**src/rtl/multdiv_unit_pkg.sv**
```systemverilog
// Shared definitions for the iterative multiply/divide unit: datapath width
// default, FSM state encodings and operation codes.
package multdiv_unit_pkg;

    // Operand/result width shared with the register file.
    localparam int unsigned MD_WIDTH = 32;

    typedef enum logic [1:0] {
        ST_IDLE = 2'd0,
        ST_RUN  = 2'd1,
        ST_DONE = 2'd2
    } md_state_e;

    typedef enum logic {
        OP_MULT = 1'b0,
        OP_DIV  = 1'b1
    } md_op_e;

endpackage

```
**src/rtl/multdiv_unit_twos_mag.sv**
```systemverilog
// twos_mag: combinational conditional two's-complement negate.
// Used as abs() on sign-extended operands and as the final sign correction.
//   i_val  in  N  value to convert
//   i_neg  in  1  negate when high
//   o_val  out N  i_neg ? -i_val : i_val
module twos_mag #(
    parameter int unsigned N = 33
) (
    input  logic [N-1:0] i_val,
    input  logic         i_neg,
    output logic [N-1:0] o_val
);

    assign o_val = i_neg ? (~i_val + N'(1)) : i_val;

endmodule

```
**src/rtl/multdiv_unit.sv**
```systemverilog
// multdiv_unit: iterative signed multiply/divide, one radix-2 step per clock,
// a single shift/accumulate register shared by both operations.
//   clock           in   1      rising-edge clock
//   ctrl_reset_n    in   1      async active-low reset
//   ctrl_MULT       in   1      start multiply (sampled in IDLE/DONE); wins over DIV
//   ctrl_DIV        in   1      start divide (sampled in IDLE/DONE)
//   data_operandA   in   WIDTH  multiplicand / dividend
//   data_operandB   in   WIDTH  multiplier / divisor
//   data_result     out  WIDTH  product low half / quotient, held until next completion
//   data_exception  out  1      overflow or divide-by-zero, held like data_result
//   data_resultRDY  out  1      one-cycle completion pulse (the DONE cycle)
//   busy            out  1      operation in progress (RUN and DONE)
module multdiv_unit
    import multdiv_unit_pkg::*;
#(
    parameter int unsigned WIDTH = MD_WIDTH
) (
    input  logic             clock,
    input  logic             ctrl_reset_n,
    input  logic             ctrl_MULT,
    input  logic             ctrl_DIV,
    input  logic [WIDTH-1:0] data_operandA,
    input  logic [WIDTH-1:0] data_operandB,
    output logic [WIDTH-1:0] data_result,
    output logic             data_exception,
    output logic             data_resultRDY,
    output logic             busy
);

    localparam int unsigned CW = $clog2(WIDTH);
    localparam int unsigned MW = WIDTH + 1;      // magnitude width: holds 2^(W-1)
    localparam int unsigned AW = 2 * WIDTH + 1;  // {hi[MW], lo[WIDTH]}

    md_state_e        r_state;
    md_state_e        w_state_nxt;
    logic [CW-1:0]    r_cnt;
    logic [AW-1:0]    r_acc;
    logic [MW-1:0]    r_mag_b;
    md_op_e           r_op;
    logic             r_neg;
    logic             r_bzero;

    logic             w_start;
    logic             w_last;
    logic             w_load;
    logic             w_step;
    logic             w_finish;
    logic [MW-1:0]    w_a_ext;
    logic [MW-1:0]    w_b_ext;
    logic [MW-1:0]    w_mag_a;
    logic [MW-1:0]    w_mag_b;
    logic [AW-1:0]    w_acc_init;
    logic [MW-1:0]    w_hi;
    logic [WIDTH-1:0] w_lo;
    logic [MW-1:0]    w_addend;
    logic [MW:0]      w_sum;
    logic [MW-1:0]    w_trial;
    logic [MW:0]      w_diff;
    logic             w_borrow;
    logic [AW-1:0]    w_mul_nxt;
    logic [AW-1:0]    w_div_nxt;
    logic [AW-1:0]    w_acc_nxt;
    logic [AW-1:0]    w_corr_in;
    logic [AW-1:0]    w_corr;
    logic [WIDTH+1:0] w_top;
    logic             w_ovf;
    logic             w_div0;

    assign w_start = ctrl_MULT | ctrl_DIV;
    assign w_last  = (r_cnt == CW'(WIDTH - 1));

    // Operand magnitudes, widened by one bit so -2^(W-1) does not wrap.
    assign w_a_ext = {data_operandA[WIDTH-1], data_operandA};
    assign w_b_ext = {data_operandB[WIDTH-1], data_operandB};

    twos_mag #(.N(MW)) u_mag_a (
        .i_val (w_a_ext),
        .i_neg (data_operandA[WIDTH-1]),
        .o_val (w_mag_a)
    );

    twos_mag #(.N(MW)) u_mag_b (
        .i_val (w_b_ext),
        .i_neg (data_operandB[WIDTH-1]),
        .o_val (w_mag_b)
    );

    // Bit W of |A| is pre-processed at load so only W iterations remain:
    // for multiply it contributes |B|<<W, for divide it seeds the remainder.
    assign w_acc_init = ctrl_MULT
                      ? {(w_mag_a[WIDTH] ? w_mag_b : MW'(0)), w_mag_a[WIDTH-1:0]}
                      : {WIDTH'(0), w_mag_a};

    // One shift-add (multiply) or restoring-subtract (divide) step.
    assign w_hi      = r_acc[AW-1:WIDTH];
    assign w_lo      = r_acc[WIDTH-1:0];
    assign w_addend  = w_lo[0] ? r_mag_b : '0;
    assign w_sum     = {1'b0, w_hi} + {1'b0, w_addend};
    assign w_mul_nxt = {w_sum, w_lo[WIDTH-1:1]};
    assign w_trial   = {w_hi[WIDTH-1:0], w_lo[WIDTH-1]};
    assign w_diff    = {1'b0, w_trial} - {1'b0, r_mag_b};
    assign w_borrow  = w_diff[MW];
    assign w_div_nxt = {(w_borrow ? w_trial : w_diff[MW-1:0]), w_lo[WIDTH-2:0], ~w_borrow};
    assign w_acc_nxt = (r_op == OP_DIV) ? w_div_nxt : w_mul_nxt;

    // Sign correction of the final product / quotient.
    assign w_corr_in = (r_op == OP_DIV) ? AW'(w_acc_nxt[WIDTH-1:0]) : w_acc_nxt;

    twos_mag #(.N(AW)) u_corr (
        .i_val (w_corr_in),
        .i_neg (r_neg),
        .o_val (w_corr)
    );

    // Out of signed W-bit range when the bits above the result sign disagree.
    assign w_top  = w_corr[AW-1:WIDTH-1];
    assign w_ovf  = ~((&w_top) | ~(|w_top));
    assign w_div0 = (r_op == OP_DIV) & r_bzero;

    // State register.
    always_ff @(posedge clock or negedge ctrl_reset_n) begin
        if (!ctrl_reset_n) begin
            r_state <= ST_IDLE;
        end else begin
            r_state <= w_state_nxt;
        end
    end

    // Next-state logic; DONE may chain straight into the next operation.
    always_comb begin
        w_state_nxt = r_state;
        case (r_state)
            ST_IDLE: if (w_start) w_state_nxt = ST_RUN;
            ST_RUN:  if (w_last)  w_state_nxt = ST_DONE;
            ST_DONE: w_state_nxt = w_start ? ST_RUN : ST_IDLE;
            default: w_state_nxt = ST_IDLE;
        endcase
    end

    // Datapath control decode.
    always_comb begin
        w_load   = 1'b0;
        w_step   = 1'b0;
        w_finish = 1'b0;
        case (r_state)
            ST_IDLE: w_load = w_start;
            ST_RUN: begin
                w_step   = 1'b1;
                w_finish = w_last;
            end
            ST_DONE: w_load = w_start;
            default: ;
        endcase
    end

    // Operand capture, iteration, counter and registered outputs.
    always_ff @(posedge clock or negedge ctrl_reset_n) begin
        if (!ctrl_reset_n) begin
            r_cnt          <= '0;
            r_acc          <= '0;
            r_mag_b        <= '0;
            r_op           <= OP_MULT;
            r_neg          <= 1'b0;
            r_bzero        <= 1'b0;
            data_result    <= '0;
            data_exception <= 1'b0;
            data_resultRDY <= 1'b0;
            busy           <= 1'b0;
        end else begin
            if (w_load) begin
                r_acc   <= w_acc_init;
                r_mag_b <= w_mag_b;
                r_op    <= ctrl_MULT ? OP_MULT : OP_DIV;
                r_neg   <= data_operandA[WIDTH-1] ^ data_operandB[WIDTH-1];
                r_bzero <= (data_operandB == '0);
                r_cnt   <= '0;
            end else if (w_step) begin
                r_acc <= w_acc_nxt;
                if (!w_last) r_cnt <= r_cnt + CW'(1);
            end
            if (w_finish) begin
                data_result    <= w_div0 ? '0 : w_corr[WIDTH-1:0];
                data_exception <= w_div0 | w_ovf;
            end
            data_resultRDY <= w_finish;
            busy           <= (w_state_nxt != ST_IDLE);
        end
    end

endmodule

```
**config.mk**
```make
export PLATFORM = sky130hd
export DESIGN_NAME = multdiv_unit
export DESIGN_NICKNAME = d
export VERILOG_FILES = /design/src/rtl/multdiv_unit_pkg.sv /design/src/rtl/multdiv_unit_twos_mag.sv /design/src/rtl/multdiv_unit.sv
export SDC_FILE = /design/constraint.sdc
export NUM_CORES = 1
export LEC_CHECK = 0
export CAP_MARGIN = 0
export CORE_ASPECT_RATIO = 0.9
export CORE_MARGIN = 10
export CORE_UTILIZATION = 50
export CTS_CLUSTER_DIAMETER = 200
export DETAILED_ROUTE_END_ITERATION = 12
export HOLD_SLACK_MARGIN = 0.03
export PLACE_DENSITY = 0.72
export SKIP_CTS_REPAIR_TIMING = 1
export SLEW_MARGIN = 5
export SYNTH_ARGS = -nofsm -noshare
export SYNTH_HDL_FRONTEND = slang
export SYNTH_SLANG_ARGS = --single-unit
```
**constraint.sdc**
```tcl
create_clock -name clock -period 5.4 [get_ports clock]
set_input_delay 1.35 -clock clock [delete_from_list [all_inputs] [get_ports clock]]
set_output_delay 1.35 -clock clock [all_outputs]
set_load 0.05 [all_outputs]
```
# Word-level counts from Yosys, hierarchy flattened
# Cells that the tools add are included.
totals:
  ff_bits: 143
  latchBits: 0
  mem_bits_rw: 0
  romBits: 0
  inputBits: 68
  out_inout_bits: 35
  word_cells: 63
  mem_count: 0
classes:
  add_sub_neg: 6
  mul: 0
  n_div: 0
  order_cmp: 0
  n_eq_ne: 4
  n_shift: 0
  muxes: 23
  bitwise: 11
  n_reduce_logical: 8
ops:
  columns: ["cell", "count"]
  rows:
  - ["65-bit 2-to-1 mux", 6]
  - ["33-bit 2-to-1 mux", 5]
  - ["33-bit by 1-bit adder with 33-bit output, second input constant", 2]
  - ["33-bit inverter", 2]
  - ["65-bit by 1-bit adder with 65-bit output, second input constant", 1]
  - ["65-bit inverter", 1]
  - ["33-bit by 33-bit adder with 34-bit output", 1]
  - ["34-bit AND reduction", 1]
  - ["34-bit OR reduction", 1]
  - ["33-bit by 33-bit subtractor with 34-bit output", 1]
  - ["32-bit zero test", 1]
  - ["32-bit 2-to-1 mux", 1]
  - ["5-bit 2-to-1 mux", 3]
  - ["2-bit one-hot mux with 3 select lines", 1]
  - ["5-bit by 1-bit adder with 5-bit output, second input constant", 1]
  - ["5-bit equality test, second input constant", 1]
  - ["1-bit 2-to-1 mux", 5]
  - ["2-bit 2-to-1 mux", 2]
  - ["2-bit nonzero test", 2]
  - ["1-bit inverter", 3]
  - ["1-bit bitwise OR", 3]
  - ["2-bit by 1-bit equality test with 1-bit output, second input constant", 1]
  - ["2-bit equality test, second input constant", 1]
  - ["2-bit zero test", 1]
  - ["other kinds (5)", 5]

# Logic depth before layout (Yosys ltp)
logic_depth:
  ltp_word: 12
  ltp_mapped: 26

# By module
# Synthesis repeated with hierarchy kept, for this count alone.
unflattened:
  hier_cells: 1765
  area_unflattened_um2: 14254.9
by_module_without_submodules:
  columns: ["module", "instances", "cells_each", "area_per_inst_um2"]
  rows:
  - ["multdiv_unit", 1, 1336, 10941.7]
  - ["twos_mag at u_mag_a ...", 2, 107, 845.8]
  - ["twos_mag at u_corr", 1, 215, 1621.6]

# Worst setup path before layout
# Ideal clock, no wire load.
synth_timing:
  path_type: "reg-to-reg"
  start: "register r_op"
  end: "register data_exception"
  setup_ps: 136
  t_arrival_ps: 5887
  path_slack_ps: -623
  stages_incl_launch_ff: 26
  n_path_buf: 10
  synth_period_minus_slack_ps: 6023
  cell_sequence: "dfrtp_1 buf_6 buf_6 buf_2 buf_2 buf_2 buf_2 buf_2 buf_2 buf_1 and2_1 clkbuf_1 o21bai_1 ha_1 o21ai_1 or3_4 or4_4 a2111o_1 nand4b_4 or2_2 xnor2_1 o21ai_0 nand2_1 or4_1 nor4_1 a211oi_1"
synth_via:
  elab_chain_len: 10
  word_cells_on_any_way: 12
synth_lines:
  columns: ["element", "line_no", "rtl"]
  rows:
  - ["start: declaration", "multdiv_unit.sv:39", "md_op_e r_op;"]
  - ["start signal: assignment", "multdiv_unit.sv:173", "r_op <= ctrl_MULT ? OP_MULT : OP_DIV;"]
  - ["65-bit 2-to-1 mux", "multdiv_unit.sv:104", "assign w_acc_nxt = (r_op == OP_DIV) ? w_div_nxt : w_mul_nxt;"]
  - ["65-bit 2-to-1 mux", "multdiv_unit.sv:107", "assign w_corr_in = (r_op == OP_DIV) ? AW'(w_acc_nxt[WIDTH-1:0]) : w_acc_nxt;"]
  - ["65-bit inverter", "multdiv_unit_twos_mag.sv:14", "assign o_val = i_neg ? (~i_val + N'(1)) : i_val;"]
  - ["65-bit by 1-bit adder with 65-bit output", "multdiv_unit_twos_mag.sv:14", null]
  - ["65-bit 2-to-1 mux", "multdiv_unit_twos_mag.sv:14", null]
  - ["34-bit OR reduction", "multdiv_unit.sv:117", "assign w_ovf = ~((&w_top) | ~(|w_top));"]
  - ["1-bit inverter", "multdiv_unit.sv:117", null]
  - ["1-bit bitwise OR", "multdiv_unit.sv:117", null]
  - ["1-bit inverter", "multdiv_unit.sv:117", null]
  - ["1-bit bitwise OR *", "multdiv_unit.sv:183", "data_exception <= w_div0 | w_ovf;"]
  - ["end signal: assignment", "multdiv_unit.sv:183", null]
  - ["end: declaration", "multdiv_unit.sv:25", "output logic data_exception,"]
# Every way passes the cells marked *; elsewhere a longest branch is shown, timed or not.
# A chain may end at the register's enable or synchronous reset.

# Worst setup path in the final report
layout_timing:
  start: "register r_acc[55]"
  end: "register data_exception"
layout_via:
  elab_chain_len: 12
  word_cells_on_any_way: 15
layout_lines:
  columns: ["element", "line_no", "rtl"]
  rows:
  - ["start: declaration", "multdiv_unit.sv:37", "logic [AW-1:0] r_acc;"]
  - ["start signal: assignment", "multdiv_unit.sv:171", "r_acc <= w_acc_init;"]
  - ["start signal: assignment", "multdiv_unit.sv:178", "r_acc <= w_acc_nxt;"]
  - ["33-bit by 33-bit subtractor with 34-bit output", "multdiv_unit.sv:101", "assign w_diff = {1'b0, w_trial} - {1'b0, r_mag_b};"]
  - ["33-bit 2-to-1 mux or 1-bit inverter (tied branches)", "multdiv_unit.sv:103", "assign w_div_nxt = {(w_borrow ? w_trial : w_diff[MW-1:0]), w_lo[WIDTH-2:0], ~w_borrow};"]
  - ["65-bit 2-to-1 mux *", "multdiv_unit.sv:104", null]
  - ["65-bit 2-to-1 mux *", "multdiv_unit.sv:107", null]
  - ["65-bit inverter", "multdiv_unit_twos_mag.sv:14", null]
  - ["65-bit by 1-bit adder with 65-bit output", "multdiv_unit_twos_mag.sv:14", null]
  - ["65-bit 2-to-1 mux *", "multdiv_unit_twos_mag.sv:14", null]
  - ["34-bit OR reduction", "multdiv_unit.sv:117", null]
  - ["1-bit inverter", "multdiv_unit.sv:117", null]
  - ["1-bit bitwise OR *", "multdiv_unit.sv:117", null]
  - ["1-bit inverter *", "multdiv_unit.sv:117", null]
  - ["1-bit bitwise OR *", "multdiv_unit.sv:183", null]
# Marks and branches as above.

==> results.json <==
{
  "grt_max_degree": 82,
  "fin_nets": 2148,
  "synth_seq_cells": 143,
  "initial_core_util_pct": 50.9,
  "postLayoutCoreUtil_pct": 61.0,
  "drt_pass1_iterations": 6,
  "antenna_found_initial": 1,
  "cts_tree": "built",
  "drive_gt1_share_pct": 12.5,
  "grt_use_total_pct": 26.3,
  "fp-row-count": 58,
  "syn_area_um2": 14300,
  "critical_path.max_fanout": 5,
  "min_delay_worst_endpoint": "data_result[20]",
  "numCtsBuffers": 17,
  "grt_pass1_wl_um": 76800,
  "die_y_um": 180,
  "clock_tree.root_cell": "clkbuf_16",
  "yosysTopAreaCell": "dfrtp_1",
  "dr_total_vias": 14900,
  "tightestPinTransition_ns": 1.18,
  "drv_cap": 0,
  "period_needed_ns": 5.51,
  "synth_most_common_cell": "nand2_1",
  "drc_errors": 0,
  "min_path_cells": 2,
  "overflow": 0,
  "cp_data_required_time_ns": 5.73,
  "htree_levels": 4,
  "clock-sinks": 143,
  "violations": "setup timing",
  "synth_top_area_share_pct": 25.0,
  "io_pins": 103,
  "path_buf_inv": 0,
  "critPathLaunchType": "flip-flop",
  "synth_cells": 1851,
  "finalHoldViolCount": 0,
  "drt-initial-drc-count": 1483,
  "clock_latency_ns": 0.45,
  "cts.path.max_buffers": 2,
  "dp_hpwl_um": 36800,
  "r2r_slack_ns": -0.11,
  "hp-class": "reg -> reg",
  "placed_area_um2": 16500,
  "min_period_over_period_pct": 102,
  "grt_pass1_vias": 14200,
  "critical-path-max-stage-delay_ns": 0.60,
  "viasPerCell": 6.24,
  "wire_per_inst_um": 20.1,
  "path_delay_family": "simple AND/OR/NAND/NOR gates",
  "slew_viol_final": 0,
  "clk_pin_slew_worst_paths_ns": 0.07,
  "finalInstanceArea_um2": 17100,
  "finalSetupViolations": 1,
  "async_flop_share_pct": 100,
  "arrival_ns": 5.84,
  "synth_flop_cell": "dfrtp_1",
  "cpMaxStageDelayCell": "or4_4",
  "synth_edf_count": 0,
  "place_ws_ns": -0.281,
  "rsz0062_at_grt": "yes",
  "ys_warn_count": 0,
  "status": "complete, but fails checks",
  "seq_area_frac_synth_pct": 25.0,
  "syn_nets": 1992,
  "rr_worst_depth": 21,
  "setup_ws_ns": -0.111,
  "synthTopCellsByCount": "nand2_1, o21ai_0, dfrtp_1",
  "totalWireLength_um": 47800,
  "fmax_ghz": 0.181,
  "path_class": "reg -> reg",
  "slew_headroom_pct": 21.1,
  "min-delay-start": "data_result[20]",
  "fp.dieW_um": 198,
  "r2r_start": "r_acc[55]",
  "reg2reg_to": "data_exception",
  "skew_ns": 0.0129,
  "io_buffers": 102,
  "ant_nets": 0,
  "routabilityCongestion": 0.969,
  "syn_area_per_cell_um2": 7.72,
  "cp-end-kind": "flip-flop",
  "ys_types": 87,
  "coreArea_um2": 28100,
  "dieArea_um2": 35800,
  "crit_chain": "ha_1, a21oi_1, o21ai_1, a311oi_2, o21a_1, o21a_1, and2_4, o21bai_4, ha_4, o21ai_2, or3_4, or4_4, a2111o_1, nand4b_4, or2_4, xnor2_1, o21ai_1, nand2_1, or4_1, nor4_2, a211oi_2",
  "synthTopCellsByArea": "dfrtp_1, o21ai_0, ha_1",
  "finalSetupTns_ns": -0.111,
  "syn2layout_area_growth_pct": 19.9
}
-- worst reg2reg max path, delay by kind of cell (launching register included) --
kind            cells  cell delay (ns)
compound gates     10             1.94
xor+xnor            1             0.12
fa+ha+maj           2             0.52
flops               1             0.39
simple gates        8             2.42
-- layer usage --
metal,track usage [%],up-vias,wire length (um)
met2,41.6,581,21800
met5,0,-,0
li1,-,7123,-
met3,4.91,79,3200
met1,35.9,7082,21700
met4,6.95,0,1020
-- cell families after synthesis --
group	count (synthesis)	share of synthesized area (%)
and+or+nand+nor	683	24.6
DFF	143	25.0
adders and majority gates	73	6.50
muxes	55	4.01
AOI/OAI and AO/OA	583	26.5
xor gates and xnor gates	137	8.39
buffers and inverters	177	4.95
-- how the worst max path moves through the flow --
stage	end	slack, ns	cells past startpoint	start
6_report	data_exception	-0.11	21	r_acc[55]
4_1_cts	data_exception	-0.28	23	r_mag_b[1]
5_1_grt	data_exception	-0.38	23	r_mag_b[27]
2_1_floorplan	data_exception	-0.16	24	r_acc[32]
3_5_place_dp	data_exception	-0.28	23	r_mag_b[1]
3_3_place_gp	data_exception	-0.12	23	r_mag_b[1]
-- placed cells by master, fill, tap and decap left out, types with 7 or more instances in the layout --
master,instances
nand2_1,233
o21ai_0,178
dfrtp_1,141
buf_4,132
a21oi_1,118
clkdlybuf4s50_1,101
nor2_1,99
xor2_1,81
inv_1,78
ha_1,68
xnor2_1,56
nand3_1,45
and2_1,42
mux2i_1,41
nor3_1,40
o221ai_1,34
a21o_1,28
o31ai_1,27
or3_1,27
nand4_1,24
nand2b_1,23
o21a_1,22
a211oi_1,20
nor4_1,18
or4_1,18
or2_2,17
and3_1,17
o41ai_1,17
clkbuf_16,17
nor2b_1,13
o21bai_1,13
o211ai_1,13
a31oi_1,12
mux2_2,12
a22oi_1,9
nor4b_1,8
nand3b_1,7
a211o_1,7
-- area by class of cell --
| cell class | instances | area, um2 |
|---|---|---|
| fill | 2498 | 10900 |
| multi-input combinational | 1531 | 10200 |
| sequential | 143 | 3580 |
| timing repair buffer | 236 | 2050 |
| clock buffer | 19 | 453 |
| tap | 360 | 450 |
| inverter | 78 | 293 |
| clock inverter | 13 | 106 |
| antenna | 1 | 2.50 |
-- state kept, by name, indices dropped and copies added (netlist names) --
register        count
r_acc              65
r_mag_b            33
data_result        32
r_cnt               5
r_state             2
busy                1
data_exception      1
data_resultRDY      1
r_bzero             1
r_neg               1
r_op                1
-- through the flow --
| stage | hold slack, ns | std cells |
|---|---|---|
| floorplan | 0.463 | 1851 |
| detailed placement | 0.467 | 2348 |
| CTS | 0.482 | 2380 |
| global placement | 0.464 | 2348 |
| finish | 0.478 | 2381 |
| global route | 0.500 | 2380 |
Power is left out: the tool's default activity adds up to more than one toggle a clock period on the data nets, which glitch-free logic cannot reach.
